===== src/rtl/ht_cmd_arbiter_pkg.sv =====
// Shared hash-table types: command/result words plus the requester-ID type
// used by the command arbiter and its in-order tag FIFO.
// Imported by every file of the arbiter slice.
package hash_table;

  typedef enum logic [1:0] {
    HT_OP_SEARCH = 2'd0,
    HT_OP_INSERT = 2'd1,
    HT_OP_DELETE = 2'd2,
    HT_OP_NOP    = 2'd3
  } ht_opcode_t;

  typedef struct packed {
    ht_opcode_t  op;
    logic [31:0] key;
    logic [31:0] val;
  } ht_command_t;

  typedef struct packed {
    logic        found;
    logic [31:0] val;
  } ht_result_t;

  // Largest requester count the arbiter supports; sizes the stored tag.
  localparam int HT_ARB_MAX_REQ = 16;

  typedef logic [$clog2(HT_ARB_MAX_REQ)-1:0] ht_req_id_t;

endpackage


===== src/rtl/ht_cmd_arbiter_if.sv =====
// Bundle of requester-side and table-side signals of the command arbiter.
// master = arbiter view, slave = requesters + hash table view.
// Signal names keep their arbiter-relative _i/_o suffixes in both views.
interface ht_cmd_arbiter_if #(
  parameter int NUM_REQ         = 4,
  parameter int MAX_OUTSTANDING = 8
);
  import hash_table::*;

  localparam int CNT_W = $clog2(MAX_OUTSTANDING + 1);

  ht_command_t [NUM_REQ-1:0] req_cmd_i;
  logic        [NUM_REQ-1:0] req_valid_i;
  logic        [NUM_REQ-1:0] req_ready_o;
  ht_command_t               ht_cmd_o;
  logic                      ht_cmd_valid_o;
  logic                      ht_cmd_ready_i;
  ht_result_t                ht_res_i;
  logic                      ht_res_valid_i;
  logic                      ht_res_ready_o;
  ht_result_t  [NUM_REQ-1:0] req_res_o;
  logic        [NUM_REQ-1:0] req_res_valid_o;
  logic        [NUM_REQ-1:0] req_res_ready_i;
  logic        [CNT_W-1:0]   outstanding_o;
  logic                      proto_err_o;

  modport master (
    input  req_cmd_i, req_valid_i, ht_cmd_ready_i, ht_res_i, ht_res_valid_i, req_res_ready_i,
    output req_ready_o, ht_cmd_o, ht_cmd_valid_o, ht_res_ready_o, req_res_o, req_res_valid_o,
           outstanding_o, proto_err_o
  );

  modport slave (
    output req_cmd_i, req_valid_i, ht_cmd_ready_i, ht_res_i, ht_res_valid_i, req_res_ready_i,
    input  req_ready_o, ht_cmd_o, ht_cmd_valid_o, ht_res_ready_o, req_res_o, req_res_valid_o,
           outstanding_o, proto_err_o
  );

endinterface


===== src/rtl/ht_cmd_arbiter_tag_fifo.sv =====
// Purpose: in-order FIFO of requester IDs (ht_tag_fifo), DEPTH a power of 2.
// Latency: push visible at head_o the cycle after; head_o is a direct read of storage.
// Backpressure: push ignored when full, pop ignored when empty; caller must gate.
module ht_tag_fifo
  import hash_table::*;
#(
  parameter  int DEPTH = 8,
  localparam int PTR_W = (DEPTH > 1) ? $clog2(DEPTH) : 1,
  localparam int CNT_W = $clog2(DEPTH + 1)
) (
  input  logic             clk_i,
  input  logic             rst_i,
  input  logic             push_i,
  input  ht_req_id_t       push_dat_i,
  input  logic             pop_i,
  output ht_req_id_t       head_o,
  output logic [CNT_W-1:0] count_o,
  output logic             empty_o,
  output logic             full_o
);

  ht_req_id_t [DEPTH-1:0] mem_q, mem_d;
  logic [PTR_W-1:0] wr_ptr_q, wr_ptr_d;
  logic [PTR_W-1:0] rd_ptr_q, rd_ptr_d;
  logic [CNT_W-1:0] count_q, count_d;
  logic             do_push, do_pop;

  assign empty_o = (count_q == '0);
  assign full_o  = (count_q == CNT_W'(DEPTH));
  assign do_push = push_i && !full_o;
  assign do_pop  = pop_i && !empty_o;
  assign head_o  = mem_q[rd_ptr_q];
  assign count_o = count_q;

  // Next-state: write at tail, advance pointers (natural power-of-2 wrap), track occupancy.
  always_comb begin
    mem_d    = mem_q;
    wr_ptr_d = wr_ptr_q;
    rd_ptr_d = rd_ptr_q;
    count_d  = count_q;
    if (do_push) begin
      mem_d[wr_ptr_q] = push_dat_i;
      wr_ptr_d        = wr_ptr_q + PTR_W'(1);
    end
    if (do_pop) begin
      rd_ptr_d = rd_ptr_q + PTR_W'(1);
    end
    case ({do_push, do_pop})
      2'b10:   count_d = count_q + CNT_W'(1);
      2'b01:   count_d = count_q - CNT_W'(1);
      default: count_d = count_q;
    endcase
  end

  // State registers; reset empties the FIFO and discards stored tags.
  always_ff @(posedge clk_i) begin
    if (rst_i) begin
      mem_q    <= '0;
      wr_ptr_q <= '0;
      rd_ptr_q <= '0;
      count_q  <= '0;
    end else begin
      mem_q    <= mem_d;
      wr_ptr_q <= wr_ptr_d;
      rd_ptr_q <= rd_ptr_d;
      count_q  <= count_d;
    end
  end

endmodule


===== src/rtl/ht_cmd_arbiter.sv =====
// Purpose: round-robin share of one hash-table command port among NUM_REQ requesters, results routed back by in-order tag.
// Latency: grant in cycle N -> ht_cmd_valid_o in N+1; result routing is combinational (zero cycles).
// Backpressure: grants stall while the output register is held or MAX_OUTSTANDING are in flight; HT_ARB_STATS_EN adds grant/stall counters.
module ht_cmd_arbiter
  import hash_table::*;
#(
  parameter int NUM_REQ         = 4,
  parameter int MAX_OUTSTANDING = 8
) (
  input  logic                     clk_i,
  input  logic                     rst_i,
  ht_cmd_arbiter_if.master         bus
`ifdef HT_ARB_STATS_EN
  ,
  output logic [NUM_REQ-1:0][31:0] stat_grant_cnt_o,
  output logic [NUM_REQ-1:0][31:0] stat_stall_cnt_o
`endif
);

  localparam int REQ_W = (NUM_REQ > 1) ? $clog2(NUM_REQ) : 1;
  localparam int CNT_W = $clog2(MAX_OUTSTANDING + 1);

  logic [REQ_W-1:0]   rr_q, rr_d;
  logic               cmd_vld_q, cmd_vld_d;
  ht_command_t        cmd_q, cmd_d;
  logic               proto_err_q, proto_err_d;

  logic               load_en, grant, gnt_vld;
  logic [REQ_W-1:0]   gnt_id, cand;
  logic [NUM_REQ-1:0] req_ready;
  logic [NUM_REQ-1:0] res_vld;
  logic               tag_rdy;
  logic               fifo_pop, fifo_empty, fifo_full;
  ht_req_id_t         head_tag;
  logic [CNT_W-1:0]   fifo_count;

  // Output register may take a new command when empty or draining this cycle.
  // Full is judged on the registered count only, so a same-cycle pop never
  // opens a grant; this keeps ht_res_valid_i off the req_ready_o path.
  assign load_en = !cmd_vld_q || bus.ht_cmd_ready_i;
  assign grant   = load_en && !fifo_full && gnt_vld && !rst_i;

  // Round-robin search: first valid requester at or above rr_q, wrapping.
  always_comb begin
    gnt_vld = 1'b0;
    gnt_id  = '0;
    cand    = '0;
    for (int i = 0; i < NUM_REQ; i++) begin
      cand = REQ_W'((int'(rr_q) + i) % NUM_REQ);
      if (!gnt_vld && bus.req_valid_i[cand]) begin
        gnt_vld = 1'b1;
        gnt_id  = cand;
      end
    end
  end

  // One-hot ready to the winner only in the granting cycle.
  always_comb begin
    req_ready = '0;
    for (int i = 0; i < NUM_REQ; i++) begin
      req_ready[i] = grant && (gnt_id == REQ_W'(i));
    end
  end

  // Next-state for pointer, output register and sticky protocol error.
  always_comb begin
    rr_d        = rr_q;
    cmd_vld_d   = cmd_vld_q;
    cmd_d       = cmd_q;
    proto_err_d = proto_err_q || (bus.ht_res_valid_i && fifo_empty);
    if (grant) begin
      rr_d      = (int'(gnt_id) == NUM_REQ - 1) ? '0 : gnt_id + REQ_W'(1);
      cmd_vld_d = 1'b1;
      cmd_d     = bus.req_cmd_i[gnt_id];
    end else if (bus.ht_cmd_ready_i) begin
      cmd_vld_d = 1'b0;
    end
  end

  // Steer the returning result to the requester recorded at the FIFO head.
  always_comb begin
    res_vld = '0;
    tag_rdy = 1'b0;
    for (int i = 0; i < NUM_REQ; i++) begin
      if (head_tag == ht_req_id_t'(i)) begin
        res_vld[i] = bus.ht_res_valid_i && !fifo_empty;
        tag_rdy    = bus.req_res_ready_i[i];
      end
    end
  end

  // An orphan result (no tag in flight) is swallowed so the table never hangs.
  assign bus.ht_res_ready_o  = fifo_empty || tag_rdy;
  assign fifo_pop            = bus.ht_res_valid_i && tag_rdy && !fifo_empty;
  assign bus.req_res_valid_o = res_vld;
  assign bus.req_res_o       = {NUM_REQ{bus.ht_res_i}};
  assign bus.req_ready_o     = req_ready;
  assign bus.ht_cmd_o        = cmd_q;
  assign bus.ht_cmd_valid_o  = cmd_vld_q;
  assign bus.outstanding_o   = fifo_count;
  assign bus.proto_err_o     = proto_err_q;

  ht_tag_fifo #(.DEPTH(MAX_OUTSTANDING)) u_tag_fifo (
    .clk_i      (clk_i),
    .rst_i      (rst_i),
    .push_i     (grant),
    .push_dat_i (ht_req_id_t'(gnt_id)),
    .pop_i      (fifo_pop),
    .head_o     (head_tag),
    .count_o    (fifo_count),
    .empty_o    (fifo_empty),
    .full_o     (fifo_full)
  );

  // Control and output-stage registers; reset drops any held command.
  always_ff @(posedge clk_i) begin
    if (rst_i) begin
      rr_q        <= '0;
      cmd_vld_q   <= 1'b0;
      cmd_q       <= '0;
      proto_err_q <= 1'b0;
    end else begin
      rr_q        <= rr_d;
      cmd_vld_q   <= cmd_vld_d;
      cmd_q       <= cmd_d;
      proto_err_q <= proto_err_d;
    end
  end

`ifdef HT_ARB_STATS_EN
  logic [NUM_REQ-1:0][31:0] grant_cnt_q, grant_cnt_d;
  logic [NUM_REQ-1:0][31:0] stall_cnt_q, stall_cnt_d;

  // Saturating per-requester grant and stall counters.
  always_comb begin
    grant_cnt_d = grant_cnt_q;
    stall_cnt_d = stall_cnt_q;
    for (int i = 0; i < NUM_REQ; i++) begin
      if (req_ready[i] && (grant_cnt_q[i] != '1)) begin
        grant_cnt_d[i] = grant_cnt_q[i] + 32'd1;
      end
      if (bus.req_valid_i[i] && !req_ready[i] && (stall_cnt_q[i] != '1)) begin
        stall_cnt_d[i] = stall_cnt_q[i] + 32'd1;
      end
    end
  end

  // Counter registers.
  always_ff @(posedge clk_i) begin
    if (rst_i) begin
      grant_cnt_q <= '0;
      stall_cnt_q <= '0;
    end else begin
      grant_cnt_q <= grant_cnt_d;
      stall_cnt_q <= stall_cnt_d;
    end
  end

  assign stat_grant_cnt_o = grant_cnt_q;
  assign stat_stall_cnt_o = stall_cnt_q;
`endif

endmodule

===== src/flat_wrapper.sv =====
// flat-port wrapper written by rule: the top's interface ports become plain ports
module ht_cmd_arbiter_flat import hash_table::*;
#(
  parameter int NUM_REQ         = 4,
  parameter int MAX_OUTSTANDING = 8
)
  (clk_i, rst_i, bus_req_cmd_i, bus_req_valid_i, bus_ht_cmd_ready_i, bus_ht_res_i, bus_ht_res_valid_i, bus_req_res_ready_i, bus_req_ready_o, bus_ht_cmd_o, bus_ht_cmd_valid_o, bus_ht_res_ready_o, bus_req_res_o, bus_req_res_valid_o, bus_outstanding_o, bus_proto_err_o);
  ht_cmd_arbiter_if #(.NUM_REQ(NUM_REQ), .MAX_OUTSTANDING(MAX_OUTSTANDING)) bus_i ();
  input  logic clk_i;
  input  logic rst_i;
  input wire logic [$bits(bus_i.req_cmd_i)-1:0] bus_req_cmd_i;
  input wire logic [$bits(bus_i.req_valid_i)-1:0] bus_req_valid_i;
  input wire logic [$bits(bus_i.ht_cmd_ready_i)-1:0] bus_ht_cmd_ready_i;
  input wire logic [$bits(bus_i.ht_res_i)-1:0] bus_ht_res_i;
  input wire logic [$bits(bus_i.ht_res_valid_i)-1:0] bus_ht_res_valid_i;
  input wire logic [$bits(bus_i.req_res_ready_i)-1:0] bus_req_res_ready_i;
  output wire logic [$bits(bus_i.req_ready_o)-1:0] bus_req_ready_o;
  output wire logic [$bits(bus_i.ht_cmd_o)-1:0] bus_ht_cmd_o;
  output wire logic [$bits(bus_i.ht_cmd_valid_o)-1:0] bus_ht_cmd_valid_o;
  output wire logic [$bits(bus_i.ht_res_ready_o)-1:0] bus_ht_res_ready_o;
  output wire logic [$bits(bus_i.req_res_o)-1:0] bus_req_res_o;
  output wire logic [$bits(bus_i.req_res_valid_o)-1:0] bus_req_res_valid_o;
  output wire logic [$bits(bus_i.outstanding_o)-1:0] bus_outstanding_o;
  output wire logic [$bits(bus_i.proto_err_o)-1:0] bus_proto_err_o;
  assign bus_i.req_cmd_i = bus_req_cmd_i;
  assign bus_i.req_valid_i = bus_req_valid_i;
  assign bus_i.ht_cmd_ready_i = bus_ht_cmd_ready_i;
  assign bus_i.ht_res_i = bus_ht_res_i;
  assign bus_i.ht_res_valid_i = bus_ht_res_valid_i;
  assign bus_i.req_res_ready_i = bus_req_res_ready_i;
  assign bus_req_ready_o = bus_i.req_ready_o;
  assign bus_ht_cmd_o = bus_i.ht_cmd_o;
  assign bus_ht_cmd_valid_o = bus_i.ht_cmd_valid_o;
  assign bus_ht_res_ready_o = bus_i.ht_res_ready_o;
  assign bus_req_res_o = bus_i.req_res_o;
  assign bus_req_res_valid_o = bus_i.req_res_valid_o;
  assign bus_outstanding_o = bus_i.outstanding_o;
  assign bus_proto_err_o = bus_i.proto_err_o;
  ht_cmd_arbiter #(.NUM_REQ(NUM_REQ), .MAX_OUTSTANDING(MAX_OUTSTANDING)) u_core (.clk_i(clk_i), .rst_i(rst_i), .bus(bus_i));
endmodule

===== config.mk =====
export PLATFORM = sky130hd
export DESIGN_NAME = ht_cmd_arbiter_flat
export DESIGN_NICKNAME = d
export VERILOG_FILES = /design/src/rtl/ht_cmd_arbiter_pkg.sv /design/src/rtl/ht_cmd_arbiter_if.sv /design/src/rtl/ht_cmd_arbiter_tag_fifo.sv /design/src/rtl/ht_cmd_arbiter.sv /design/src/flat_wrapper.sv
export SDC_FILE = /design/constraint.sdc
export NUM_CORES = 1
export LEC_CHECK = 0
export ABC_AREA = 1
export BUFFER_PORTS_ARGS = -buffer_cell sky130_fd_sc_hd__buf_2
export CAP_MARGIN = 40
export CELL_PAD_IN_SITES_DETAIL_PLACEMENT = 1
export CELL_PAD_IN_SITES_GLOBAL_PLACEMENT = 1
export CORE_AREA = 2 2 204 206
export CTS_BUF_LIST = sky130_fd_sc_hd__clkbuf_8
export CTS_CLUSTER_DIAMETER = 150
export DETAILED_ROUTE_END_ITERATION = 10
export DIE_AREA = 0 0 206 208
export PLACE_DENSITY = 0.67
export SLEW_MARGIN = 20
export SYNTH_ARGS = -nofsm -noshare
export SYNTH_HDL_FRONTEND = slang
export SYNTH_HIERARCHICAL = 1
export SYNTH_SLANG_ARGS = --single-unit

===== constraint.sdc =====
create_clock -name clk_i -period 6.05 [get_ports clk_i]
set_input_delay 0.605 -clock clk_i [delete_from_list [all_inputs] [get_ports clk_i]]
set_output_delay 0.605 -clock clk_i [all_outputs]
set_load 0.005 [all_outputs]

==> results.txt <==
Status: complete, no violations
Maximum number of pins on one net before global-route repair: 68
Synth Warn #: 6
Placed Cells: 2196
Synth Cell Area: 0.00876 mm²
Post-CTS Setup Repair Bufs: 0
Most frequent cells in the layout: nand2_1 (672), buf_2 (356), nand3_1 (224), dfxtp_1 (112), nor2_1 (103)
# DRC: 0
Post-Synth Adder-Cell Area: 0.00943
Final #Nets: 1991
Critical R2R Launch: u_core/u_tag_fifo/rd_ptr_q[0]$_SDFFE_PP0P_
Clk_lat worst skew: 0.43 ns
Area leader, netlist: nand2_1
Max Cap Viol: 0
Main combinational cell family by area after synthesis: simple AND/OR/NAND/NOR gates
Routability Congestion: 0.816
Crit-path max FO: 61
Final hold vios: 0
Unrepaired setup endpoints after global routing: false
DP HPWL: 27.7 mm
Initial core utilization: 0.216
Fraction of layout cells with a size suffix above 1: 0.246
Initial antenna violation count: 3
Syn_area_per_cell: 5.76 µm²
Switch Pwr: 3520 µW
Clock Pin Slew Worst Setup and Hold Paths: 0.13 ns
Die footprint: 0.0428 mm²
Placed cell area: 0.00986 mm²
Switching part of the total: 0.588
DRT iter0 DRCs: 416
Post-Synth XOR/XNOR Area: 0.00500
Fillers: 5443
Clock power share: 0.083
Place WS: 2.24 ns
Post-synthesis sequential area ratio: 0.256
First-pass GRT wire length: 56.6 mm
Final cycle utilization of the critical path: 0.676
Worst hold path class: input pin to flop
CTS sink count: 112
Clk root buf: clkbuf_8
Register bit count reported by yosys: 112
Post-route insts no fill: 2214
Number of cell rows: 74
Hold EP: u_core/bus.proto_err_o$_SDFF_PP0_
Yosys cell types: 31
Post-route cell area: 0.0101 mm²
Post-CTS Hold Buffers: 0
Mux cell area share after synthesis: 0
Die W: 206 µm
Total track usage: 0.170
Core area: 0.0406 mm²
DR pass1 iterations: 4
Met3 usage: 0.0564
CP startpoint kind: flop
Vias in the first global route: 10300
Htree depth: 3
Cell count after synthesis: 1520
Area occupied by registers: 0.00224 mm²
FF-to-FF setup slack: 2.19 ns
Complex-gate fraction of the synthesized area: 0.0370
Pwr dens: 594 mW/mm²
Synth top area share: 0.288
Slew margin rel.: 0.493
Grt ovf: 0
Clock buffer depth: 2
GRT Max-Usage Layer: met2
CP endpoint kind: output pin
Maximum clock rate: 0.244 GHz
Final hold slack: 0.436 ns
Leading cell type in the layout, fill and taps excluded: nand2_1
Area contributors post-synth: nand2_1 (29%), dfxtp_1 (26%), nand3_1 (13%)
Chip height: 208 µm
Final setup fails: 0
Vias: 9780
TritonCTS clock tree: built
Sequential power share: 0.191
Routed vias/inst: 4.42
Hold wc startpoint: bus_ht_res_valid_i
Worst VDD drop: 0.296 mV
Layout area overhead: 15.1%
Min Tclk post-route: 4.09 ns
Slew @ Worst Pin: 0.761 ns
I/O Pins: 522
Leakage power total: 0.00585 µW
Antenna viol nets, final: 0
CP arrival: 3.49 ns
TritonCTS Buffers: 9
DRT Wirelength: 36.4 mm
Routed WL per cell: 16.4 µm
Total negative slack: 0 ns
Area of the multi-input gates: 0.00476 mm²
Cell count of the worst reg-to-reg path: 18
Final WS setup: 1.96 ns
CP Class: flop to output pin
Max-slew violation count: 0
Number of port buffers: 356
Internal: 2460 µW
Hold path cells: 3
Post-Synth Simple-Gate Area: 0.489
Clock Skew: 0.0164 ns
Req. time, crit path: 5.44 ns
Met2 usage: 0.291
FF-to-FF End: u_core/u_tag_fifo/count_o[2]$_SDFFE_PP0P_
Post-cts resize count: 0
Met1 global-route usage: 0.199
Combinational share of power: 0.726
==> registers in the layout, indices dropped and copies added (netlist names) <==
signal / cells
u_core/u_tag_fifo/mem_q: 32
u_core/rr_q: 2
u_core/bus.proto_err_o: 1
u_core/bus.ht_cmd_valid_o: 1
u_core/u_tag_fifo/wr_ptr_q: 3
u_core/u_tag_fifo/rd_ptr_q: 3
u_core/u_tag_fifo/count_o: 4
u_core/bus.ht_cmd_o: 66
==> area by class of cell <==
type | count | area share
clock inverter | 7 | 0.00707
inverter | 79 | 0.0295
antenna | 1 | 0.000248
timing repair buffer | 368 | 0.191
sequential | 112 | 0.222
multi-input combinational | 1106 | 0.472
clock buffer | 9 | 0.0123
tap | 532 | 0.0660
==> per-stage QoR <==
stage | total power [µW] | util
final | 5990 | 0.249
after global routing | 6760 | 0.249
after CTS | 6120 | 0.248
after detailed placement | 5580 | 0.243
after global placement | 5460 | 0.242
after floorplan | 4400 | -
==> worst max-delay path, cell delays in order, from the launching register on <==
cell and delay (ns):
dfxtp_1 0.65, inv_2 0.16, nand2_1 0.09, nand2_1 0.11, nand2_1 0.12, nand2_1 0.09
nor2_4 0.13, nand3_2 0.09, nand2_4 0.43, nand2_4 0.40, buf_12 0.32, nor3_1 0.21
buf_2 0.15
==> synth_stat cells, drive strengths merged <==
| cell type | n |
|---|---|
| ha | 5 |
| buf | 192 |
| dfxtp | 112 |
| or2 | 2 |
| nand3 | 230 |
| fa | 1 |
| conb | 1 |
| nor3 | 2 |
| o221ai | 1 |
| o21ai | 23 |
| nor2 | 109 |
| nand2 | 681 |
| inv | 79 |
| xor2 | 3 |
| nand4 | 5 |
| a21oi | 40 |
| xnor2 | 2 |
| clkbuf | 32 |
==> how the worst max path moves through the flow <==
stage / start / endpoint / slack (ns) / cells after the start
4_1_cts: u_core/rr_q[0]$_SDFFE_PP0P_ / bus_req_ready_o[3] / 1.86 / 12
5_1_grt: u_core/rr_q[0]$_SDFFE_PP0P_ / bus_req_ready_o[3] / 1.58 / 12
2_1_floorplan: bus_req_valid_i[1] / u_core/u_tag_fifo/count_o[2]$_SDFFE_PP0P_ / 2.91 / 19
3_3_place_gp: bus_req_valid_i[1] / bus_req_ready_o[1] / 2.12 / 13
6_report: u_core/rr_q[0]$_SDFFE_PP0P_ / bus_req_ready_o[3] / 1.96 / 12
3_5_place_dp: u_core/u_tag_fifo/rd_ptr_q[0]$_SDFFE_PP0P_ / u_core/u_tag_fifo/count_o[3]$_SDFFE_PP0P_ / 2.24 / 23
==> cell families after synthesis <==
| family | after synthesis |
|---|---|
| flip-flops | 112 |
| buffers and inverters | 303 |
| XOR/XNOR | 5 |
| other | 1 |
| AND/OR/NAND/NOR | 1029 |
| AO/OA/AOI/OAI | 64 |
| adder cells (fa/ha/maj) | 6 |
==> power by group through the flow <==
stage / Sequential, µW / Clock [µW] / Combinational (µW)
floorplan: 1130 / 0 / 3270
global placement: 1160 / 0 / 4310
detailed placement: 1160 / 0 / 4420
CTS: 1150 / 536 / 4440
global route: 1170 / 561 / 5020
finish: 1140 / 497 / 4350
==> layer usage <==
metal | up-vias | part of all wire
met4 | 4 | 0.019
met5 | - | 0.00049
met1 | 4499 | 0.43
met3 | 40 | 0.073
met2 | 341 | 0.48
li1 | 4896 | -
No activity file was read; power rests on OpenSTA's default activity.
